--- src/rtl/dot_matrix_scanner.sv ---
// Row scanner for an 8x8 LED dot matrix with a double-buffered frame.
// Rows advance on synchronised scan_clk rising edges; each row is preceded by a blanking gap.
module dot_matrix_scanner #(
   parameter int ROWS         = 8,
   parameter int COLS         = 8,
   parameter int BLANK_CYCLES = 16
) (
   input  logic            clk,
   input  logic            rst,
   input  logic            scan_clk,
   input  logic            wr_en,
   input  logic [2:0]      wr_row,
   input  logic [COLS-1:0] wr_data,
   input  logic            swap_req,
   output logic [ROWS-1:0] row_n,
   output logic [COLS-1:0] col,
   output logic            frame_start,
   output logic            swap_done,
   output logic            swap_pending
);
   localparam int            CW       = $clog2(BLANK_CYCLES + 1);
   localparam logic [CW-1:0] CNT_LOAD = CW'(BLANK_CYCLES - 1);
   localparam logic [2:0]    LAST_ROW = 3'(ROWS - 1);

   typedef enum logic [1:0] {S_IDLE, S_BLANK, S_DRIVE} state_t;

   state_t          r_state, w_state_nxt;
   logic [2:0]      r_row, w_row_nxt, w_row_inc;
   logic [CW-1:0]   r_cnt, w_cnt_nxt;
   logic            r_s1, r_s2, r_s3;
   logic            w_edge, w_wrap, w_swap, w_wr_ok;
   logic            r_front_sel;
   logic [COLS-1:0] r_buf0 [ROWS];
   logic [COLS-1:0] r_buf1 [ROWS];
   logic [COLS-1:0] w_front_row;
   logic            r_frame_start, r_swap_done, r_swap_pending;

   // s1/s2 absorb metastability; s3 only delays s2 so the rising edge becomes a one-cycle pulse
   always_ff @(posedge clk or posedge rst) begin
      if (rst) begin
         r_s1 <= 1'b0;
         r_s2 <= 1'b0;
         r_s3 <= 1'b0;
      end else begin
         r_s1 <= scan_clk;
         r_s2 <= r_s1;
         r_s3 <= r_s2;
      end
   end

   assign w_edge    = r_s2 & ~r_s3;
   assign w_row_inc = (r_row == LAST_ROW) ? 3'd0 : r_row + 3'd1;

   // NOTE: every signal written here gets a default first, so no path can infer a latch.
   always_comb begin
      w_state_nxt = r_state;
      w_row_nxt   = r_row;
      w_cnt_nxt   = r_cnt;
      w_wrap      = 1'b0;
      case (r_state)
         S_IDLE: begin
            if (w_edge) begin
               w_state_nxt = S_BLANK;
               w_row_nxt   = 3'd0;
               w_cnt_nxt   = CNT_LOAD;
            end
         end
         S_BLANK, S_DRIVE: begin
            // an edge always wins: it advances the row and restarts the blanking gap
            if (w_edge) begin
               w_state_nxt = S_BLANK;
               w_row_nxt   = w_row_inc;
               w_cnt_nxt   = CNT_LOAD;
               w_wrap      = (r_row == LAST_ROW);
            end else if (r_state == S_BLANK) begin
               if (r_cnt == '0) w_state_nxt = S_DRIVE;
               else             w_cnt_nxt   = r_cnt - CW'(1);
            end
         end
         default: w_state_nxt = S_IDLE;
      endcase
   end

   assign w_swap  = w_wrap & r_swap_pending;
   assign w_wr_ok = wr_en && (int'(wr_row) < ROWS);

   // NOTE: sequential state uses non-blocking assignments so every flop samples pre-edge values.
   always_ff @(posedge clk or posedge rst) begin
      if (rst) begin
         r_state        <= S_IDLE;
         r_row          <= 3'd0;
         r_cnt          <= '0;
         r_front_sel    <= 1'b0;
         r_swap_pending <= 1'b0;
         r_swap_done    <= 1'b0;
         r_frame_start  <= 1'b0;
      end else begin
         r_state        <= w_state_nxt;
         r_row          <= w_row_nxt;
         r_cnt          <= w_cnt_nxt;
         r_front_sel    <= r_front_sel ^ w_swap;
         r_swap_pending <= w_swap ? 1'b0 : (r_swap_pending | swap_req);
         r_swap_done    <= w_swap;
         r_frame_start  <= (w_state_nxt == S_DRIVE) && (r_state != S_DRIVE) && (w_row_nxt == 3'd0);
      end
   end

   // NOTE: both frames must clear on reset, so the buffers are reset flop arrays, not a RAM.
   always_ff @(posedge clk or posedge rst) begin
      if (rst) begin
         for (int i = 0; i < ROWS; i++) begin
            r_buf0[i] <= '0;
            r_buf1[i] <= '0;
         end
      end else if (w_wr_ok) begin
         // back is whichever buffer is not front before this edge, even if a swap lands now
         if (r_front_sel) r_buf0[wr_row] <= wr_data;
         else             r_buf1[wr_row] <= wr_data;
      end
   end

   assign w_front_row = r_front_sel ? r_buf1[r_row] : r_buf0[r_row];

   always_comb begin
      row_n = '1;
      col   = '0;
      if (r_state == S_DRIVE) begin
         row_n[r_row] = 1'b0;
         col          = w_front_row;
      end
   end

   assign frame_start  = r_frame_start;
   assign swap_done    = r_swap_done;
   assign swap_pending = r_swap_pending;
endmodule

--- config.mk ---
export PLATFORM = sky130hd
export DESIGN_NAME = dot_matrix_scanner
export DESIGN_NICKNAME = d
export VERILOG_FILES = /design/src/rtl/dot_matrix_scanner.sv
export SDC_FILE = /design/constraint.sdc
export NUM_CORES = 1
export LEC_CHECK = 0
export BUFFER_PORTS_ARGS = -buffer_cell sky130_fd_sc_hd__buf_2
export CELL_PAD_IN_SITES_DETAIL_PLACEMENT = 0
export CELL_PAD_IN_SITES_GLOBAL_PLACEMENT = 2
export CORE_ASPECT_RATIO = 1.75
export CORE_MARGIN = 3
export CORE_UTILIZATION = 40
export CTS_CLUSTER_DIAMETER = 80
export CTS_CLUSTER_SIZE = 24
export DETAILED_ROUTE_END_ITERATION = 10
export PLACE_DENSITY = 0.83
export SYNTH_ARGS = -nofsm -noshare
export SYNTH_HDL_FRONTEND = slang
export SYNTH_SLANG_ARGS = --single-unit
--- constraint.sdc ---
create_clock -name clk -period 4.6 [get_ports clk]
set_clock_uncertainty 0.15 [all_clocks]
set_input_delay 0.46 -clock clk [delete_from_list [all_inputs] [get_ports clk]]
set_output_delay 0.46 -clock clk [all_outputs]
set_load 0.005 [all_outputs]
==> After elaboration in Yosys (flattened, before gate mapping) <==
Index checks and enable logic that the tools add are counted.
{ "totals": {"register_bits": 145, "in_bits": 16, "output_inout_bits": 19, "wordCells": 94} }
{ "op_classes": {"addsub": 2, "n_lt_le_gt_ge": 5, "eq_ne": 8, "muxes": 32, "n_bitwise": 9, "n_reduce_logical": 12} }
{ "ops": {"columns": ["cell", "count"], "rows": [
  ["64-bit bitwise mux", 2],
  ["8-bit two-way mux", 8],
  ["8-bit binary-select mux with 3-bit select", 2],
  ["8-bit demux with 3-bit select", 1],
  ["5-bit two-way mux", 4],
  ["5-bit one-hot mux with 2 select lines", 1],
  ["3-bit two-way mux", 3],
  ["4-bit >= comparator, second input constant", 2],
  ["2-bit two-way mux", 4],
  ["3-bit NOT with 4-bit output", 2],
  ["8-bit NOT", 1],
  ["3-bit inequality test, second input constant", 2],
  ["3-bit one-hot mux with 2 select lines", 1],
  ["5-bit zero test", 1],
  ["5-bit by 1-bit subtractor with 5-bit output, second input constant", 1],
  ["2-bit == test, second input constant", 2],
  ["1-bit logical AND", 4],
  ["3-bit by 4-bit < comparator with 1-bit output, second input constant", 1],
  ["4-bit by 1-bit < comparator with 1-bit output, second input constant", 1],
  ["1-bit two-way mux", 4],
  ["2-bit inequality test, second input constant", 2],
  ["2-bit one-hot mux with 2 select lines", 1],
  ["2-bit AND reduction", 2],
  ["4-bit AND reduction", 1],
  ["13 further kinds", 15]
]} }

==> Longest topological paths before layout <==
Gate-level depths: netlist of run 1.
{ "depth": {"word_depth": 8, "mapped_depth": 8, "ltp_nobuf": 7} }

==> Least setup slack after synthesis of run 1 <==
OpenSTA, ideal clock, no wires.
{ "synth_path": {"kind": "register to output", "start": "register r_row[0]", "end": "output port col[6]", "arrival_time_ns": 1.469, "t_required_ns": 3.990, "path_slack_ns": 2.521, "stages_incl_launch_ff": 7, "n_path_buf": 2, "path_cell_list": "dfrtp_1 -> buf_6 -> buf_12 -> mux4_2 -> nor2b_4 -> a211oi_2 -> a211oi_1"} }
{ "synth_between": {"elab_chain_len": 6, "elab_cells_between_ends": 9, "cone_classes": "8 x mux; 1 x bitwise"} }
{ "synth_rtl": {"columns": ["element", "line", "text"], "rows": [
  ["from (decl)", "28", "logic [2:0] r_row, w_row_nxt, w_row_inc;"],
  ["from (signal assigned)", "99", "r_row <= w_row_nxt;"],
  ["3-bit NOT with 4-bit output (implied by the code) (*)", "122", "assign w_front_row = r_front_sel ? r_buf1[r_row] : r_buf0[r_row];"],
  ["8-bit binary-select mux with 3-bit select", "122", null],
  ["8-bit two-way mux (implied by the code) (2 in a row)", "122", null],
  ["8-bit two-way mux (*)", "122", null],
  ["8-bit two-way mux (*)", "127", "if (r_state == S_DRIVE) begin"],
  ["to (decl)", "16", "output logic [COLS-1:0] col,"]
]} }
Every way passes the cells marked *; elsewhere a longest branch is shown, timed or not. The select of a mux whose other input is x is not followed.

==> Final worst setup path of run 1 <==
{ "layout_path": {"start": "register r_row[0]", "end": "output port col[5]"} }
The elaborated chain is that of the path after synthesis.

==> results.toml, run 1 <==
[floorplan]
core-area_sq_mm = 0.01711
die_y_microns = 181.7
core.rowCount = 63
start_util_pct = 41.26
die_area_sq_mm = 0.01934
die_w_microns = 106.4
ioPinCount = 35

[outcome]
status = "finished, final reports clean"

[finish]
final_cell_mix = "dfrtp_1, mux2_2, buf_2, mux4_2, clkbuf_16"
layout.cells.non_filler = 742
mostFrequentLayoutCell = "dfrtp_1"
drive_gt1_share_pct = 46.99
nNetsFinal = 528
antenna_cells = 0
area_delta_synth_final_pct = 12.89
num-fill-cells = 1534

[timing]
worst_pin_slew_ps = 1089
layout_setup_ws_ps = 1359
relSlewSlack_pct = 27.40
fmax_ghz = 0.3085
finalCritPeriodShare_pct = 70.46
rsz0062_at_grt = "false"
drv_slew = 0
setup_viol = 0
period_minus_slack_ps = 3241
fin_tns_setup_ps = 0
hold_viol_final = 0

[drt]
dr.first_iter.drc_count = 174
antenna_left = 0
wire_per_inst_microns = 21.10
drcViolationCount = 0
first_pass_iters = 4
vias = 4120
viasPerCell = 5.553
routed_wl_mm = 15.66

[hold_path]
hold_class = "in -> async"

[grt]
gr-usage-all-layers_pct = 17.38
grt_use_met2_pct = 30.91
grt_overflow_total = 0
antenna_found_initial = 0
use_met1_pct = 19.65
grt_max_degree = 115
grt_pass1_vias = 4606
grt.busiest_layer = "met2"
grt.met3_usage_pct = 3.557
grt_pass1_wl_mm = 25.50

[worst_setup_path]
crit_type = "reg -> out"
worstPathArrival_ps = 2630
cp_common_cell = "a211oi_1"
critPathRequiredTime_ps = 3990
reg2reg_to = "r_buf0[25]"
r2r-start = "r_front_sel"
slowest_stage = "dfrtp_2"
critPathLaunchType = "register"
reg2reg_slack_ps = 2110
crit_chain = "buf_4 -> mux4_2 -> a211oi_1 -> a211oi_1 -> buf_2"
cp_max_fo = 13
endpoint_kind = "output port"
ff2ff_path_depth = 3
critical_path.max_stage_delay_ps = 570

[clock_tree]
cts_hold_buf = 1
clock_sinks = 145
cts_tree = "yes"
htreeDepth = 4
path_clk_slew_ps = 60
ctsResizeCount = 0
clockRootBuffer = "clkbuf_16"
clock_path_buffers = 2
worst_skew_pair.late_latency_ps = 420
numCtsBuffers = 17
cts_setup_buffers = 0

[placed_design]
gp_congestion = 0.7918
dp.cells = 711
dpl.hpwl_mm = 10.49
place_ws_ps = 1785
port_buffers = 34

[yosys]
ys_types = 48
synth_edf_count = 0
syn_avg_cell_area_sq_um = 14.92
synthArstFlopShare_pct = 100.0
yosysWarningCount = 0
ys_seq_elements = 145
syn_nets = 497
yosysSeqAreaShare_pct = 51.41
netlist_area_sq_mm = 0.007058
synthFlopType = "dfrtp_1"
netlist_instances = 473

[power_and_ir_drop]
p_leak_nw = 3.585
ir_drop_mv = 0.2465
power_density_mw_per_mm2 = 450.6
finalPower_mw = 3.590

[run]
maxCapViolations = 0
-- worst max path at each step --
| stage | depth (start not counted) | start | end | slack [ps] |
|---|---|---|---|---|
| 6_report | 5 | r_row[0] | col[5] | 1360 |
| 5_1_grt | 6 | r_row[1] | col[3] | 1230 |
| 4_1_cts | 5 | r_row[0] | col[5] | 1320 |
| 3_5_place_dp | 5 | r_row[0] | col[5] | 1790 |
| 3_3_place_gp | 5 | r_row[0] | col[5] | 1730 |
| 2_1_floorplan | 1 | rst | frame_start | 100 |
-- cells by family (layout without fill, tap and decap cells) --
| kind of cell | count (synthesis) | in the layout | synth area share, % |
|---|---|---|---|
| multiplexers | 168 | 168 | 33.10 |
| flip-flops | 145 | 145 | 51.41 |
| AND/OR/NAND/NOR | 76 | 76 | 7.020 |
| buffers and inverters | 38 | 80 | 3.297 |
| AO/OA/AOI/OAI | 37 | 37 | 3.634 |
| adder cells (fa/ha/maj) | 8 | 8 | 1.418 |
| XOR/XNOR | 1 | 1 | 0.1241 |
-- worst max-delay path: cells and delay by family (launching register included) --
kind / cells / cell delay (ps)
AOI/OAI and AO/OA: 2 / 650
buffers and inverters: 2 / 450
DFF: 1 / 570
muxes: 1 / 530
-- flip-flops by register name, indices dropped and copies added, names as in the netlist --
name,cells
swap_done,1
frame_start,1
r_buf1,64
r_row,3
r_s1,1
r_front_sel,1
r_buf0,64
r_s3,1
r_state,2
swap_pending,1
r_cnt,5
r_s2,1
-- metal layers --
layer	wire [microns]	vias to the layer above
li1	-	1824
met1	6042	2196
met2	8586	70
met3	461	30
met4	569	0
met5	0	-
-- per-stage QoR --
stage	utilization [%]	area, sq um	hold WS [ps]
floorplan	-	7058	181.2
global placement	43.06	7366	181.7
detailed placement	43.06	7366	192.6
CTS	46.58	7968	91.24
global route	46.58	7968	110.6
finish	46.58	7968	72.81
-- layout make-up --
| type | instances | area (sq um) | area share, % |
|---|---|---|---|
| clock buffer | 19 | 452.9 | 5.685 |
| timing repair buffer | 41 | 225.2 | 2.827 |
| multi-input combinational | 290 | 3197 | 40.12 |
| inverter | 9 | 38.79 | 0.4868 |
| tap | 227 | 284.0 | 3.565 |
| clock inverter | 11 | 138.9 | 1.743 |
| sequential | 145 | 3631 | 45.57 |
-- power breakdown --
group,switching [mW],internal (mW)
clock network,0.525,0.870
registers,0.127,1.43
logic,0.297,0.345
-- synth_stat cells (all sizes together) (5+ instances only) --
cell,count,area [sq um]
a211oi,16,125.1
a21oi,7,35.03
buf,18,157.6
clkbuf,11,41.29
dfrtp,145,3628
ha,8,100.1
inv,8,30.03
mux2,128,1501
mux2i,8,80.08
mux4,32,754.5
nand2,11,48.80
nand2b,5,46.30
nand3,9,45.04
nor2,16,75.08
nor2b,12,82.58
nor3,7,55.05
or3,6,37.54
No activity file was read; power rests on OpenSTA's default activity.
==> run 2: changes to the inputs <==
Clock period 4.6 ns to 2.89 ns, I/O delays scaled along.
==> results.toml, run 2 (synthesis gave the netlist of run 1 again) <==
[power_and_ir_drop]
p_comb_share_pct = 18.6
power_density_mw_per_mm2 = 702.4
clkPwrFrac_pct = 37.9
pwr-share-seq_pct = 43.5
finalPower_mw = 5.709
p_int_mw = 4.192
p_leak_nw = 3.645
ir_drop_mv = 0.3515
power.switching_mw = 1.517
switching_share_pct = 26.57

[floorplan]
die_area_sq_mm = 0.01934
die_y_microns = 181.7
core.rowCount = 63
core-area_sq_mm = 0.01711
start_util_pct = 41.26
die_w_microns = 106.4
ioPinCount = 35

[finish]
multi_input_area_sq_mm = 0.003197
nNetsFinal = 538
antenna_cells = 0
final_cell_mix = "dfrtp_1, mux2_2, buf_2, mux4_2, clkbuf_16"
area_delta_synth_final_pct = 15.16
mostFrequentLayoutCell = "dfrtp_1"
num-fill-cells = 1519
seq_area_sq_mm = 0.003636
drive_gt1_share_pct = 47.24
largestRegisters = "r_buf0 x64, r_buf1 x64, r_cnt x5"

[outcome]
status = "finished, final reports clean"

[drt]
viasPerCell = 5.499
antenna_left = 0
first_pass_iters = 5
drcViolationCount = 0
routed_wl_mm = 15.92
dr.first_iter.drc_count = 127
vias = 4135
wire_per_inst_microns = 21.17

[run]
maxCapViolations = 0

[timing]
drv_slew = 0
hold_viol_final = 0
rsz0062_at_grt = "false"
setup_viol = 0
fin_tns_setup_ps = 0
fmax_ghz = 0.3605
period_minus_slack_ps = 2774
worst_pin_slew_ps = 979.8
finalCritPeriodShare_pct = 95.99
relSlewSlack_pct = 34.55

[hold_path]
min_from = "wr_data[7]"
hold_class = "in -> reg"
min_to = "r_buf0[55]"
whs_path_depth = 2

[worst_setup_path]
critPathLaunchType = "register"
reg2reg_slack_ps = 610
ff2ff_path_depth = 7
r2r-start = "r_row[0]"
worstPathArrival_ps = 2340
crit_type = "reg -> out"
cp_max_fo = 18
reg2reg_to = "frame_start"
critPathRequiredTime_ps = 2450
endpoint_kind = "output port"

[placed_design]
port_buffers = 34
gp_congestion = 0.7541
dpl.hpwl_mm = 11.28

[grt]
grt_max_degree = 40
grt_pass1_vias = 4667
antenna_found_initial = 0
grt_overflow_total = 0
grt_pass1_wl_mm = 26.39
gr-usage-all-layers_pct = 17.83

[clock_tree]
path_clk_slew_ps = 60
htreeDepth = 4
numCtsBuffers = 17
clock_sinks = 145
cts_tree = "yes"
worst_skew_pair.late_latency_ps = 410
clock_path_buffers = 2
clockRootBuffer = "clkbuf_16"
==> run 2: changes by cell type in the layout (fill, tap and decap cells not counted), sizes merged <==
cell         previous run  this run
clkinvlp                2         3
bufinv                  3         2
clkbuf                 19        22
dlygate4sd3             1         3
buf                    40        48
inv                     8         7
clkinv                  7         5
==> run 2: layer usage <==
layer | wire length, microns | vias up | global-route usage [%]
li1 | - | 1851 | -
met1 | 6236 | 2188 | 20.72
met2 | 8912 | 70 | 32.74
met3 | 354 | 26 | 3.095
met4 | 414 | 0 | 6.144
met5 | 0 | - | 0
==> run 2: area by class of cell <==
class,instances,area share (%)
well taps,227,3.494
flip-flops and latches,145,44.74
clock inverters,8,1.308
inverters,9,0.4618
multi-input cells,290,39.33
clock buffers,22,5.834
repair buffers,51,4.834
==> run 2: worst max-delay path, stage by stage (launching register included) <==
cell and delay, ps:
dfrtp_4 630, buf_12 220, mux4_1 550, a211oi_1 280, a211oi_1 90, buf_2 150
==> run 2: power by group through the flow <==
stage,sequential [mW],clock (mW),combinational [mW]
2_1_floorplan,2.39,0,0.952
3_3_place_gp,2.49,0,1.05
3_5_place_dp,2.52,0,1.07
4_1_cts,2.49,2.20,1.08
5_1_grt,2.52,2.29,1.16
6_report,2.48,2.16,1.06
==> run 2: metrics by stage <==
step	cell area (sq um)	cells	util (%)	worst slack (ps)	hold slack, ps
after floorplan	7062	473	-	632.0	170.4
after global placement	7512	719	43.92	398.3	183.5
after detailed placement	7512	719	43.92	406.5	193.5
after CTS	8125	752	47.50	1.503	159.0
after global routing	8128	752	47.52	8.975	186.8
final	8128	752	47.52	115.8	180.6
==> run 2: what timing repair did <==
item                       4_1_cts  5_1_grt
pin swaps                        0        0
buffers inserted                 0        0
hold buffers                     3        0
resized for setup                1        1
setup endpoints to repair        4        3
hold endpoints to repair        35        0
==> run 2: worst max-delay path by stage <==
stage / startpoint / endpoint / slack [ps] / cells past startpoint
final: r_row[0] / col[7] / 120 / 5
after global routing: r_row[0] / col[5] / 9 / 5
after CTS: r_row[1] / col[0] / 2 / 5
after global placement: r_row[0] / col[7] / 400 / 5
after floorplan: rst / frame_start / 630 / 1
after detailed placement: r_row[0] / col[7] / 410 / 5
==> run 3: changes to the inputs <==
Settings changed: CELL_PAD_IN_SITES_DETAIL_PLACEMENT 0 to default, CELL_PAD_IN_SITES_GLOBAL_PLACEMENT 2 to default, CTS_BUF_LIST from default to sky130_fd_sc_hd__clkbuf_8, PLACE_DENSITY 0.83 to 0.66.
==> results.toml, run 3 (synthesis gave the netlist of run 1 again) <==
[finish]
seq_area_sq_mm = 0.003633
num-fill-cells = 1518
multi_input_area_sq_mm = 0.003202
area_delta_synth_final_pct = 12.64
drive_gt1_share_pct = 48.69
mostFrequentLayoutCell = "dfrtp_1"
largestRegisters = "r_buf0 x64, r_buf1 x64, r_cnt x5"
final_cell_mix = "dfrtp_1, mux2_2, buf_2, mux4_2"
nNetsFinal = 545
fin_util_pct = 46.48

[timing]
period_minus_slack_ps = 2752
worst_pin_slew_ps = 835.5
fin_tns_setup_ps = 0
finalCritPeriodShare_pct = 95.23
drv_slew = 0
rsz0062_at_grt = "false"
relSlewSlack_pct = 44.24
setup_viol = 0
hold_viol_final = 0
fmax_ghz = 0.3633

[worst_setup_path]
crit_type = "reg -> out"
endpoint_kind = "output port"
critPathRequiredTime_ps = 2450
path_depth = 6
slowest_stage = "dfrtp_4"
critPathLaunchType = "register"
worstPathArrival_ps = 2310
crit_chain = "buf_4 -> mux4_2 -> nor2b_4 -> a211oi_2 -> a211oi_1 -> buf_2"
critPathTopFamily = "flip-flops"
crit_buf_inv = 2
critical_path.max_stage_delay_ps = 590
cp_max_fo = 14
ff2ff_path_depth = 7

[drt]
wire_per_inst_microns = 21.54
first_pass_iters = 4
dr.first_iter.drc_count = 301
vias = 4253
routed_wl_mm = 16.41
antenna_left = 0
drcViolationCount = 0
viasPerCell = 5.581

[grt]
grt_pass1_wl_mm = 26.35
grt_overflow_total = 0
gr-usage-all-layers_pct = 17.93
antenna_found_initial = 1
grt_pass1_vias = 4592
grt_max_degree = 41

[outcome]
status = "finished, final reports clean"

[placed_design]
dpl.hpwl_mm = 11.55
gp_congestion = 0.8545
port_buffers = 34

[hold_path]
hold_class = "in -> reg"
whs_path_depth = 2

[floorplan]
core-area_sq_mm = 0.01711
die_area_sq_mm = 0.01934
die_w_microns = 106.4
die_y_microns = 181.7
core.rowCount = 63
ioPinCount = 35
start_util_pct = 41.26

[clock_tree]
path_clk_slew_ps = 80
htreeDepth = 4
clockRootBuffer = "clkbuf_8"
cts_tree = "yes"
clock_sinks = 145
clock_path_buffers = 2
numCtsBuffers = 17
worst_skew_pair.late_latency_ps = 430

[power_and_ir_drop]
power_density_mw_per_mm2 = 646.7
finalPower_mw = 5.141
p_leak_nw = 3.588
ir_drop_mv = 0.3022

[run]
maxCapViolations = 0
-- run 3: changes by cell type in the layout (fill, tap and decap cells not counted), sizes merged --
| cell | previous run | this run |
|---|---|---|
| buf | 48 | 55 |
| inv | 7 | 14 |
| clkbuf | 22 | 17 |
| clkinv | 5 | 7 |
| bufinv | 2 | 1 |
| clkinvlp | 3 | 2 |
| diode | 0 | 1 |
-- run 3: worst paths after layout --
path,from,to,slack (ps)
max,r_row[0],col[6],140
min,wr_data[2],r_buf1[26],170
max reg2reg,r_row[0],frame_start,610
min reg2reg,r_s1,r_s2,220
max in group asynchronous,rst,r_buf1[15],1430
min in group asynchronous,rst,r_buf1[19],390
-- run 3: final cells by class --
type                    instances  share of cell area, %
repair buffers                 58                  5.131
flip-flops and latches        145                  45.70
clock buffers                  17                  2.943
clock inverters                15                  1.873
multi-input cells             290                  40.27
well taps                     227                  3.573
diodes                          1                0.03148
inverters                       9                 0.4721
-- run 3: per-layer routing --
layer	track usage [%]	up-vias	share of wire (%)
met5	0	-	0
met4	6.861	0	2.3
met3	2.668	22	2.7
met2	31.95	98	54
met1	21.72	2276	41
li1	-	1857	-
-- run 3: through the flow --
stage / setup slack [ps] / instances / area, sq um / hold slack, ps
after global placement: 458.1 / 724 / 7512 / 193.7
after detailed placement: 428.2 / 724 / 7512 / 202.2
after CTS: 12.82 / 759 / 7928 / 149.3
after global routing: 27.03 / 762 / 7950 / 171.1
after floorplan: 632.0 / 473 / 7062 / 170.4
final: 137.7 / 762 / 7950 / 174.5
-- run 3: report_power, final --
| part | leakage (nW) | internal, mW | switching (mW) |
|---|---|---|---|
| Sequential | 1.86 | 2.27 | 0.169 |
| Clock | 0.196 | 0.707 | 0.853 |
| Combinational | 1.53 | 0.613 | 0.534 |
-- run 3: worst reg2reg max path, stage by stage, from the launching register on --
cell	delay [ps]
dfrtp_4	600
buf_4	220
ha_1	200
ha_1	220
nor4_1	270
a21oi_1	60
o21ai_0	330
nor4_2	100
-- run 3: timing repair --
action / 4_1_cts / 5_1_grt
gates resized for setup: 1 / 1
setup endpoints to repair: 1 / 5
hold buffers: 3 / 0
buffers inserted: 0 / 2
endpoints found under the hold margin: 31 / 0
